<file path="src/rtl/task_req_pkg.sv">
// Shared types and default sizes for the task request sequencer.
package task_req_pkg;

   localparam int DATA_W_DEF    = 32;
   localparam int DEPTH_LOG_DEF = 2;
   localparam int CNT_W_DEF     = 16;
   localparam int TMO_CYC_DEF   = 4096;

   typedef enum logic [1:0] {
      IDLE      = 2'd0,
      ISSUE     = 2'd1,
      WAIT_DONE = 2'd2,
      DRAIN     = 2'd3
   } reqState_t;

endpackage

</file>
<file path="src/rtl/task_req_fifo.sv">
// Synchronous request FIFO, DATA_W x 2**DEPTH_LOG, with extra-bit pointers
// so that full and empty can be told apart.
module task_req_fifo
   import task_req_pkg::*;
#(
   parameter int DATA_W    = DATA_W_DEF,
   parameter int DEPTH_LOG = DEPTH_LOG_DEF
) (
   input  logic                 clk,
   input  logic                 rst_n,
   input  logic                 push,
   input  logic [DATA_W-1:0]    wrData,
   input  logic                 pop,
   output logic [DATA_W-1:0]    rdData,
   output logic                 full,
   output logic                 empty,
   output logic [DEPTH_LOG:0]   level
);

   localparam int DEPTH = 1 << DEPTH_LOG;

   logic [DATA_W-1:0]  mem [DEPTH];
   logic [DEPTH_LOG:0] wrPtr;
   logic [DEPTH_LOG:0] rdPtr;
   logic               doPush;
   logic               doPop;

   assign full   = (wrPtr[DEPTH_LOG] != rdPtr[DEPTH_LOG]) &&
                   (wrPtr[DEPTH_LOG-1:0] == rdPtr[DEPTH_LOG-1:0]);
   assign empty  = (wrPtr == rdPtr);
   assign level  = wrPtr - rdPtr;
   assign rdData = mem[rdPtr[DEPTH_LOG-1:0]];
   assign doPush = push && !full;
   assign doPop  = pop && !empty;

   // Pointer bookkeeping; a same-cycle push and pop leave the level unchanged
   always_ff @(posedge clk or negedge rst_n) begin
      if (!rst_n) begin
         wrPtr <= '0;
         rdPtr <= '0;
      end else begin
         if (doPush) wrPtr <= wrPtr + 1'b1;
         if (doPop)  rdPtr <= rdPtr + 1'b1;
      end
   end

   // Storage is data only and needs no reset
   always_ff @(posedge clk) begin
      if (doPush) mem[wrPtr[DEPTH_LOG-1:0]] <= wrData;
   end

endmodule

</file>
<file path="src/rtl/task_req_sequencer.sv">
// Requester-side sequencer for the toggle task/ack crossing: queues client
// arguments, issues one start per word, holds the argument until completion
// and counts completions. Optional timeout monitor: TASK_REQ_TIMEOUT_EN.
module task_req_sequencer
   import task_req_pkg::*;
#(
   parameter int DATA_W    = DATA_W_DEF,
   parameter int DEPTH_LOG = DEPTH_LOG_DEF,
   parameter int CNT_W     = CNT_W_DEF,
   parameter int TMO_CYC   = TMO_CYC_DEF
) (
   input  logic                 clk,
   input  logic                 rst_n,
   input  logic                 req_valid,
   input  logic [DATA_W-1:0]    req_data,
   output logic                 req_ready,
   output logic                 task_start,
   output logic [DATA_W-1:0]    task_arg,
   input  logic                 task_busy,
   input  logic                 task_done,
   output logic [DEPTH_LOG:0]   fifo_level,
   output logic [CNT_W-1:0]     done_count,
   output logic                 timeout_err,
   input  logic                 err_clr
);

   reqState_t         state;
   reqState_t         stateNxt;
   logic              pop;
   logic              fifoFull;
   logic              fifoEmpty;
   logic [DATA_W-1:0] headData;

   assign req_ready  = !fifoFull;
   assign task_start = (state == ISSUE);

   task_req_fifo #(
      .DATA_W    (DATA_W),
      .DEPTH_LOG (DEPTH_LOG)
   ) u_fifo (
      .clk    (clk),
      .rst_n  (rst_n),
      .push   (req_valid && req_ready),
      .wrData (req_data),
      .pop    (pop),
      .rdData (headData),
      .full   (fifoFull),
      .empty  (fifoEmpty),
      .level  (fifo_level)
   );

   // State register
   always_ff @(posedge clk or negedge rst_n) begin
      if (!rst_n) state <= IDLE;
      else        state <= stateNxt;
   end

   // Next state; DRAIN holds off a new start until the crossing is idle again
   always_comb begin
      stateNxt = state;
      pop      = 1'b0;
      case (state)
         IDLE: begin
            if (!fifoEmpty && !task_busy) begin
               pop      = 1'b1;
               stateNxt = ISSUE;
            end
         end
         ISSUE:     stateNxt = WAIT_DONE;
         WAIT_DONE: if (task_done) stateNxt = DRAIN;
         DRAIN:     if (!task_busy) stateNxt = IDLE;
         default:   stateNxt = IDLE;
      endcase
   end

   // Argument register: loads only on pop, held through IDLE afterwards
   always_ff @(posedge clk or negedge rst_n) begin
      if (!rst_n)   task_arg <= '0;
      else if (pop) task_arg <= headData;
   end

   // Completion counter; done pulses outside WAIT_DONE are stale or stray
   always_ff @(posedge clk or negedge rst_n) begin
      if (!rst_n)                               done_count <= '0;
      else if ((state == WAIT_DONE) && task_done) done_count <= done_count + CNT_W'(1);
   end

`ifdef TASK_REQ_TIMEOUT_EN
   localparam int TMO_W = $clog2(TMO_CYC + 1);

   logic [TMO_W-1:0] tmoCnt;
   logic             tmoRun;
   logic             tmoHit;

   assign tmoRun = (state == WAIT_DONE) || (state == DRAIN);
   assign tmoHit = tmoRun && (tmoCnt == TMO_W'(TMO_CYC - 1));

   // Cycles spent waiting on the crossing, saturating at TMO_CYC
   always_ff @(posedge clk or negedge rst_n) begin
      if (!rst_n)                                     tmoCnt <= '0;
      else if (state == ISSUE)                        tmoCnt <= '0;
      else if (tmoRun && (tmoCnt != TMO_W'(TMO_CYC))) tmoCnt <= tmoCnt + TMO_W'(1);
   end

   // Sticky flag only; the FSM keeps waiting, and a clear beats a new hit
   always_ff @(posedge clk or negedge rst_n) begin
      if (!rst_n)       timeout_err <= 1'b0;
      else if (err_clr) timeout_err <= 1'b0;
      else if (tmoHit)  timeout_err <= 1'b1;
   end
`else
   logic unusedErrClr;

   assign unusedErrClr = err_clr;
   assign timeout_err  = 1'b0;
`endif

endmodule

</file>
<file path="config.mk">
export PLATFORM = sky130hd
export DESIGN_NAME = task_req_sequencer
export DESIGN_NICKNAME = d
export VERILOG_FILES = /design/src/rtl/task_req_pkg.sv /design/src/rtl/task_req_fifo.sv /design/src/rtl/task_req_sequencer.sv
export SDC_FILE = /design/constraint.sdc
export NUM_CORES = 1
export LEC_CHECK = 0
export ABC_AREA = 1
export CORE_MARGIN = 10
export CORE_UTILIZATION = 55
export DETAILED_ROUTE_END_ITERATION = 8
export GPL_ROUTABILITY_DRIVEN = 0
export PLACE_DENSITY = 0.79
export SETUP_SLACK_MARGIN = 0.3
export SYNTH_ARGS = -nofsm -noshare
export SYNTH_HDL_FRONTEND = slang
export SYNTH_HIERARCHICAL = 1
export SYNTH_SLANG_ARGS = --single-unit
</file>
<file path="constraint.sdc">
create_clock -name clk -period 5.1 [get_ports clk]
set_clock_uncertainty 0.2 [all_clocks]
set_input_delay 1.53 -clock clk [delete_from_list [all_inputs] [get_ports clk]]
set_output_delay 1.53 -clock clk [all_outputs]
set_load 0.02 [all_outputs]
</file>
* After elaboration in Yosys (flattened, before gate mapping)
Memories as Yosys holds them, arrays and structs flattened. A register that Yosys moved wholly into a read port is not among the register bits. Cells that the tools add are included.
Operators by class: reductions and logical operators 12, add/subtract/negate cells 4, muxes and demuxes 8, equal/unequal tests 9
Operators by type and width (count):
- adder 16 x 1 -> 16 bit (second input constant) | 1
- case mux 2 bit (4 select lines) | 1
- adder 3 x 1 -> 3 bit (second input constant) | 2
- logical AND 1 bit | 6
- two-way mux 2 bit | 3
- != test 2 bit (second input constant) | 3
- equality test 2 bit (second input constant) | 2
- logical NOT 1 bit | 4
- two-way mux 1 bit | 4
- equality test 3 bit | 1
- AND reduction 3 bit | 1
- subtractor 3 bit | 1
- equality test 2 x 1 -> 1 bit (second input constant) | 1
- equality test 2 bit | 1
- logical NOT 2 bit | 1
- != test 1 bit | 1
Storage, ports and cells: output and inout bits 54, RAM bits 128, register bits 24, input port bits 38, word-level logic and storage cells 38, memories 1
Memory list:
- u_fifo.mem | depth 4, width 32, rd ports 1, clocked after Yosys merged registers in 1, wr ports 1, RTL line task_req_fifo.sv:22 | logic [DATA_W-1:0] mem [DEPTH];

* Depth between registers and ports, before layout
Gate-level depths: netlist (run 1).
depth in word-level cells 7, depth in mapped cells 14

* By module
Netlist (run 1), hierarchy kept.
By module, submodules not included:
- task_req_fifo | area each 5215.0 µm², cells an instance 373, times used 1
- task_req_sequencer | area each 2222.1 µm², cells an instance 262, times used 1

* Worst setup path before layout (run 1)
No wires, ideal clock.
kind input-to-reg, from in req_valid, to mem u_fifo/mem[0][0] (netlist bit) (enable), arrival 3232 ps, cell stages on the path 4, required time 4479 ps, slack 1247 ps, buffers on the path 0, cells stage by stage inv_1 > nor2_1 > nand2_1 > nor2_1
On the way: longest elaborated chain between the ends 4
RTL lines:
- start: declaration | RTL line task_req_sequencer.sv:14 | input logic req_valid,
- logical AND 1 bit | RTL line task_req_sequencer.sv:43 | .push (req_valid && req_ready),
- logical AND 1 bit | RTL line task_req_fifo.sv:33 | assign doPush = push && !full;
- two-way mux 1 bit | RTL line task_req_fifo.sv:49 | if (doPush) mem[wrPtr[DEPTH_LOG-1:0]] <= wrData;
- two-way mux 1 bit (not written as such) | RTL line task_req_fifo.sv:49
- end: declaration | RTL line task_req_fifo.sv:22
Every way passes these cells.

* Final worst setup path (run 1)
from reg u_fifo.rdPtr[1], to out req_ready
On the way: longest elaborated chain between the ends 3
RTL lines:
- start: declaration | RTL line task_req_fifo.sv:24 | logic [DEPTH_LOG:0] rdPtr;
- start signal: assignment | RTL line task_req_fifo.sv:43 | if (doPop) rdPtr <= rdPtr + 1'b1;
- equality test 2 bit | RTL line task_req_fifo.sv:29 | (wrPtr[DEPTH_LOG-1:0] == rdPtr[DEPTH_LOG-1:0]);
- logical AND 1 bit | RTL line task_req_fifo.sv:28 | assign full = (wrPtr[DEPTH_LOG] != rdPtr[DEPTH_LOG]) &&
- named net fifoFull | RTL line task_req_sequencer.sv:30 | logic fifoFull;
- logical NOT 1 bit | RTL line task_req_sequencer.sv:34 | assign req_ready = !fifoFull;
- end: declaration | RTL line task_req_sequencer.sv:16 | output logic req_ready,
The timed path passes the listed nets, and every way through them passes these cells.

==> run_results.csv, run 1 <==
group,metric,value,unit
run_status,run_status,"finished, final reports clean",
critical_path,setup.worst_path.start_class,"register",
min_path,holdPathStages,2,
synthesis,post_synth_main_area_contributors,"sky130_fd_sc_hd__edfxtp_1 (52%), sky130_fd_sc_hd__dfrtp_1 (19%), sky130_fd_sc_hd__nand2_1 (7.5%)",
synthesis,syn-cell-area,7440,um^2
clock_network,clkSinkCount,184,
finish,area.growth.synth_to_final,21.3,%
critical_path,worstPathMaxFanout,34,
pwr,p_leak,3.57,nW
clock_network,clockRootBuffer,"sky130_fd_sc_hd__clkbuf_16",
sta,finalSetupViolCount,0,
critical_path,r2r_start,"u_fifo/rdPtr[1]",
min_path,worstHoldStart,"task_arg[17]",
sta,slew_viol_final,0,
critical_path,worstPathRequired,3.37,ns
sta,timing.final.hold_violations,0,
clock_network,htree_levels,4,
synthesis,yosysSeqAreaShare,70.5,%
synthesis,yosysTopAreaCellShare,51.7,%
global_routing,grt_pass1_wl,26200,um
detailed_routing,initialDrtViolationCount,504,
finish,drive_above_1_share,7.71,%
synthesis,synth_seq_cells,184,
sta,worst_pin_slew,1.14,ns
clock_network,clk_latency,0.42,ns
clock_network,clk_path_buf_depth,2,
detailed_routing,viasPerCell,5.56,
critical_path,cp_num_buf_inv,5,
clock_network,cts_repair_resize_count,0,
critical_path,crit_slowest_cell,"sky130_fd_sc_hd__clkdlybuf4s50_1",
sta,final_min_period_over_clock_period,85.1,%
clock_network,clkTransAtPathRegs,0.06,ns
sta,fin_tns_setup,0,ns
clock_network,cts-hold-fix-buffers,0,
clock_network,cts_buffers,17,
floorplanning,core_area,13200,um^2
detailed_routing,num_vias,5084,
pwr,power.switching_fraction,36.1,%
finish,final_nets,777,
place,hpwlAfterDp,9970,um
finish,antennaDiodeCount,0,
floorplanning,io-pin-count,92,
synthesis,yosysUniqueCellTypes,28,
synthesis,synthesis.instances,635,
sta,finalCriticalPeriod,4.34,ns
critical_path,timing.setup.critical_path_class,"reg -> out",
floorplanning,number_of_rows_in_the_core_area,42,
finish,finish.utilization,68.1,%
place,preCtsSetupSlack,1.19,ns
synthesis,syn-mean-instance-area,11.7,um^2
pwr,vdd_drop_max,0.327,mV
min_path,min_delay_worst_endpoint,"task_arg[17]",
critical_path,cpLargestDelayFamily,"buffers and inverters",
critical_path,worst_path_most_repeated_cell,"sky130_fd_sc_hd__inv_1",
pwr,switching_power,1.94,mW
floorplanning,die_width,136,um
clock_network,clock_tree_from_tritoncts,"yes",
floorplanning,dieArea,18600,um^2
synthesis,synth.largest_area_cell,"sky130_fd_sc_hd__edfxtp_1",
detailed_routing,wire_per_inst,18.3,um
pwr,power_density,595,nW/um^2
detailed_routing,drt-total-wl,16700,um
detailed_routing,drtAntennaViolNets,0,
critical_path,rr_worst_depth,12,
pwr,pwr-share-comb,35.8,%
critical_path,regToRegSetupSlack,1.82,ns
critical_path,max_stage_delay,0.59,ns
critical_path,worstPathCellList,"inv_2 > ha_1 > nand2_1 > clkinv_2 > nand3_2 > inv_1 > inv_1 > clkdlybuf4s50_1",
global_routing,grt_overflow,0,
global_routing,via_count_of_the_first_global_routing_pass,5210,
pwr,p_clk_share,22.8,%
min_path,hold_class,"reg -> reg",
sta,timing.hold.ws,0.282,ns
place,portBuffers,89,
synthesis,synth.net_count,686,
critical_path,reg2reg_to,"u_fifo/mem[3][4]",
clock_network,cts_post_setup_buffers_inserted,0,
detailed_routing,first_pass_iters,5,
global_routing,grt_max_degree,68,
sta,layout_setup_ws,0.759,ns
sta,timing.fmax,230,MHz
run,cap_violations,0,
global_routing,globalRouteTotalUtil,18.2,%
sta,rsz0062_at_grt,"no",
critical_path,critical_path_arrival,2.61,ns
pwr,internal-power,3.42,mW
sta,max_slew_margin,24.1,%
synthesis,synth.yosys.warnings,6,
floorplanning,floorplan.die.height,136,um
global_routing,initial_antenna_violation_count,0,
critical_path,critical_path.endpoint_type,"primary output",
detailed_routing,drcViolationCount,0,
floorplanning,initial_utilization,56.2,%
pwr,power.sequential.fraction,41.3,%
-- area by class of cell --
type / instances / area (um^2)
Sequential cell: 184 / 5250
Inverter: 36 / 136
Tap cell: 176 / 220
Fill cell: 950 / 4220
Clock inverter: 7 / 71.3
Timing Repair Buffer: 99 / 961
Clock buffer: 25 / 475
Multi-Input combinational cell: 388 / 1910
-- through the flow --
stage | power [mW] | cells | instance area, um^2
4_1_cts | 5.39 | 915 | 9020
2_1_floorplan | 3.43 | 635 | 7440
3_5_place_dp | 4.15 | 883 | 8470
3_3_place_gp | 4.05 | 883 | 8470
6_report | 5.36 | 915 | 9020
5_1_grt | 5.66 | 915 | 9020
-- tightest hold or removal path, cell delays in order, from the launching register on --
cell                      delay (ns)
sky130_fd_sc_hd__dfrtp_1        0.34
sky130_fd_sc_hd__nand2_1        0.05
sky130_fd_sc_hd__nand2_1        0.05
-- registers in the layout, indices dropped and copies added, names as in the netlist --
register	cells
u_fifo/wrPtr	3
task_arg	32
u_fifo/rdPtr	3
done_count	16
u_fifo/mem	128
state	2
-- routing by layer --
metal | wire length (um) | up-vias | global-route usage, % | part of all wire, %
li1 | - | 2339 | - | -
met1 | 6760 | 2520 | 21.5 | 40
met2 | 8520 | 202 | 30.9 | 51
met3 | 1230 | 23 | 5.17 | 7.4
met4 | 190 | 0 | 6.57 | 1.1
met5 | 0 | - | 0 | 0
-- cell usage in the layout (no fill, tap or decap), types with 2 or more instances in the layout --
master	netlist	final
sky130_fd_sc_hd__nand3_1	15	15
sky130_fd_sc_hd__nor3_1	2	2
sky130_fd_sc_hd__xnor2_1	5	5
sky130_fd_sc_hd__inv_2	3	3
sky130_fd_sc_hd__ha_1	12	12
sky130_fd_sc_hd__o21ai_1	23	23
sky130_fd_sc_hd__clkbuf_16	0	17
sky130_fd_sc_hd__nor2_2	4	4
sky130_fd_sc_hd__nor2_4	3	6
sky130_fd_sc_hd__nand2_1	148	148
sky130_fd_sc_hd__nor2_1	82	79
sky130_fd_sc_hd__clkinv_2	1	3
sky130_fd_sc_hd__nand4_1	3	3
sky130_fd_sc_hd__o21ai_0	43	43
sky130_fd_sc_hd__edfxtp_1	128	128
sky130_fd_sc_hd__dfrtp_1	56	55
sky130_fd_sc_hd__buf_4	1	10
sky130_fd_sc_hd__o22ai_1	32	32
sky130_fd_sc_hd__clkdlybuf4s50_1	0	88
sky130_fd_sc_hd__clkinvlp_4	0	3
sky130_fd_sc_hd__inv_1	32	31
sky130_fd_sc_hd__clkbuf_8	0	2
sky130_fd_sc_hd__nand2_2	3	3
sky130_fd_sc_hd__a21oi_1	2	2
sky130_fd_sc_hd__clkbuf_1	9	6
sky130_fd_sc_hd__xor2_1	7	7
-- power groups by stage --
| stage | Clock (mW) | Sequential, mW | Combinational (mW) |
|---|---|---|---|
| final | 1.22 | 2.22 | 1.92 |
| after global routing | 1.29 | 2.25 | 2.11 |
| after CTS | 1.24 | 2.22 | 1.94 |
| after detailed placement | 0 | 2.24 | 1.91 |
| after global placement | 0 | 2.22 | 1.84 |
| after floorplan | 0 | 2.38 | 1.05 |
-- worst max-delay path by stage --
| stage | startpoint | to | cells past startpoint |
|---|---|---|---|
| 6_report | u_fifo/rdPtr[1] | req_ready | 8 |
| 3_5_place_dp | u_fifo/rdPtr[1] | req_ready | 8 |
| 4_1_cts | u_fifo/rdPtr[1] | req_ready | 8 |
| 5_1_grt | u_fifo/rdPtr[1] | req_ready | 8 |
| 3_3_place_gp | u_fifo/rdPtr[1] | req_ready | 8 |
| 2_1_floorplan | req_valid | u_fifo/mem[0][0] | 4 |
-- Yosys cell counts (all sizes together) --
cell type / instances
xor2: 7
nor2: 89
nor3: 2
inv: 35
fa: 1
edfxtp: 128
nand2: 152
ha: 12
clkbuf: 9
nand4: 3
clkinv: 1
o21ai: 66
a21oi: 2
o22ai: 32
xnor2: 5
dfrtp: 56
buf: 18
conb: 1
nand3: 16
-- cell families after synthesis --
group | share of synthesized area (%)
AOI/OAI and AO/OA | 7.27
xor gates and xnor gates | 1.41
adders and majority gates | 2.29
buffers and inverters | 4.12
DFF | 70.5
other | 0.0504
and+or+nand+nor | 14.3
No activity file was read; power rests on OpenSTA's default activity.
==> run 2, diff against run 1 <==
==> constraint.sdc (replaced) <==
create_clock -name clk -period 4.5 [get_ports clk]
set_clock_uncertainty 0.2 [all_clocks]
set_input_delay 1.35 -clock clk [delete_from_list [all_inputs] [get_ports clk]]
set_output_delay 1.35 -clock clk [all_outputs]
set_load 0.02 [all_outputs]
==> run_results.csv, run 2 (same netlist as run 1, synthesis figures left out) <==
group,metric,value,unit
sta,timing.final.hold_violations,0,
finish,area.growth.synth_to_final,21.4,%
detailed_routing,first_pass_iters,5,
clock_network,clk_path_buf_depth,2,
place,hpwlAfterDp,9850,um
clock_network,clock_tree_from_tritoncts,"yes",
run,cap_violations,0,
floorplanning,initial_utilization,56.2,%
finish,largest_reg_flops,128,
finish,antennaDiodeCount,0,
sta,fin_tns_setup,0,ns
detailed_routing,viasPerCell,5.51,
sta,finalCriticalPeriod,3.93,ns
clock_network,cts-hold-fix-buffers,0,
clock_network,htree_levels,4,
run_status,run_status,"finished, final reports clean",
critical_path,critical_path.endpoint_type,"primary output",
sta,final_min_period_over_clock_period,87.4,%
detailed_routing,drcViolationCount,0,
critical_path,timing.setup.critical_path_class,"reg -> out",
global_routing,via_count_of_the_first_global_routing_pass,5157,
finish,final_nets,778,
detailed_routing,drt-total-wl,16300,um
detailed_routing,drtAntennaViolNets,0,
clock_network,clk_latency,0.43,ns
critical_path,critical_path_arrival,2.38,ns
clock_network,clkSinkCount,184,
floorplanning,die_width,136,um
global_routing,initial_antenna_violation_count,1,
finish,drive_above_1_share,7.57,%
clock_network,cts_repair_resize_count,0,
floorplanning,floorplan.die.height,136,um
critical_path,worstPathRequired,2.95,ns
pwr,p_leak,3.58,nW
finish,layout.cells.most_common_list,"sky130_fd_sc_hd__nand2_1 (148), sky130_fd_sc_hd__edfxtp_1 (128), sky130_fd_sc_hd__clkdlybuf4s50_1 (88), sky130_fd_sc_hd__nor2_1 (79), sky130_fd_sc_hd__dfrtp_1 (55)",
sta,worst_pin_slew,1.17,ns
pwr,power_density,674,nW/um^2
critical_path,worstPathMaxFanout,4,
finish,fill_cells,933,
pwr,vdd_drop_max,0.344,mV
detailed_routing,num_vias,5048,
sta,max_slew_margin,22.2,%
sta,timing.fmax,254,MHz
clock_network,cts_buffers,17,
sta,slew_viol_final,0,
critical_path,setup.worst_path.start_class,"register",
detailed_routing,initialDrtViolationCount,438,
pwr,total_power,6.09,mW
global_routing,grt_max_degree,68,
global_routing,grt_pass1_wl,25500,um
floorplanning,number_of_rows_in_the_core_area,42,
finish,mostFrequentLayoutCell,"sky130_fd_sc_hd__nand2_1",
floorplanning,dieArea,18600,um^2
global_routing,globalRouteTotalUtil,17.6,%
detailed_routing,wire_per_inst,17.8,um
place,portBuffers,89,
sta,rsz0062_at_grt,"no",
floorplanning,io-pin-count,92,
global_routing,grt_overflow,0,
min_path,hold_class,"reg -> reg",
clock_network,cts_post_setup_buffers_inserted,0,
clock_network,clkTransAtPathRegs,0.06,ns
floorplanning,core_area,13200,um^2
sta,finalSetupViolCount,0,
clock_network,clockRootBuffer,"sky130_fd_sc_hd__clkbuf_16",
## run 2: cell types whose count changed in the layout (fill, tap and decap cells not counted)
cell | previous run | this run
sky130_fd_sc_hd__clkbuf_1 | 6 | 5
sky130_fd_sc_hd__clkinv_1 | 1 | 4
sky130_fd_sc_hd__buf_4 | 10 | 11
sky130_fd_sc_hd__bufinv_16 | 1 | 2
sky130_fd_sc_hd__clkinv_4 | 1 | 2
sky130_fd_sc_hd__clkinvlp_4 | 3 | 1
sky130_fd_sc_hd__clkbuf_8 | 2 | 0
## run 2: layout make-up
class / count / area (um^2) / area share [%]
multi-input combinational: 388 / 1910 / 21.1
tap: 176 / 220 / 2.44
inverter: 36 / 136 / 1.51
sequential: 184 / 5250 / 58.1
timing repair buffer: 100 / 968 / 10.7
clock buffer: 22 / 444 / 4.92
clock inverter: 10 / 106 / 1.18
## run 2: path summary, 6_finish.rpt
| kind | from | endpoint | slack (ns) | cells after the start |
|---|---|---|---|---|
| setup / recovery | u_fifo/wrPtr[0] | fifo_level[2] | 0.57 | 6 |
| hold / removal | task_arg[23] | task_arg[23] | 0.28 | 2 |
| setup reg to reg | u_fifo/wrPtr[0] | u_fifo/mem[3][25] | 1.58 | 12 |
| hold reg to reg | task_arg[23] | task_arg[23] | 0.28 | 2 |
| max in group asynchronous | rst_n | done_count[11] | 2.42 | 2 |
| min in group asynchronous | rst_n | state[1] | 0.84 | 1 |
## run 2: critical path: stages, from the launching register on
cell	delay (ns)
sky130_fd_sc_hd__dfrtp_1	0.42
sky130_fd_sc_hd__inv_1	0.15
sky130_fd_sc_hd__ha_1	0.17
sky130_fd_sc_hd__inv_1	0.05
sky130_fd_sc_hd__fa_1	0.37
sky130_fd_sc_hd__xnor2_1	0.17
sky130_fd_sc_hd__clkdlybuf4s50_1	0.62
## run 2: stage by stage
| stage | setup slack [ns] | cells | hold WS (ns) | util [%] | instance area [um^2] |
|---|---|---|---|---|---|
| after floorplan | 0.827 | 635 | 0.284 | - | 7440 |
| after global placement | 0.938 | 884 | 0.264 | 64.0 | 8480 |
| after detailed placement | 0.872 | 884 | 0.269 | 64.0 | 8480 |
| after CTS | 0.553 | 916 | 0.286 | 68.2 | 9030 |
| after global routing | 0.498 | 916 | 0.305 | 68.2 | 9030 |
| final | 0.567 | 916 | 0.282 | 68.2 | 9030 |
## run 2: power by group
group / switching (mW) / internal, mW
combinational: 1.39 / 0.784
clock: 0.585 / 0.811
sequential: 0.204 / 2.31
## run 2: per-layer routing
layer / routed length, um / up-vias / global-route usage, %
li1: - / 2339 / -
met5: 20 / - / 0
met1: 6430 / 2491 / 20.1
met4: 216 / 2 / 7.34
met2: 8310 / 194 / 30.3
met3: 1330 / 22 / 5.20
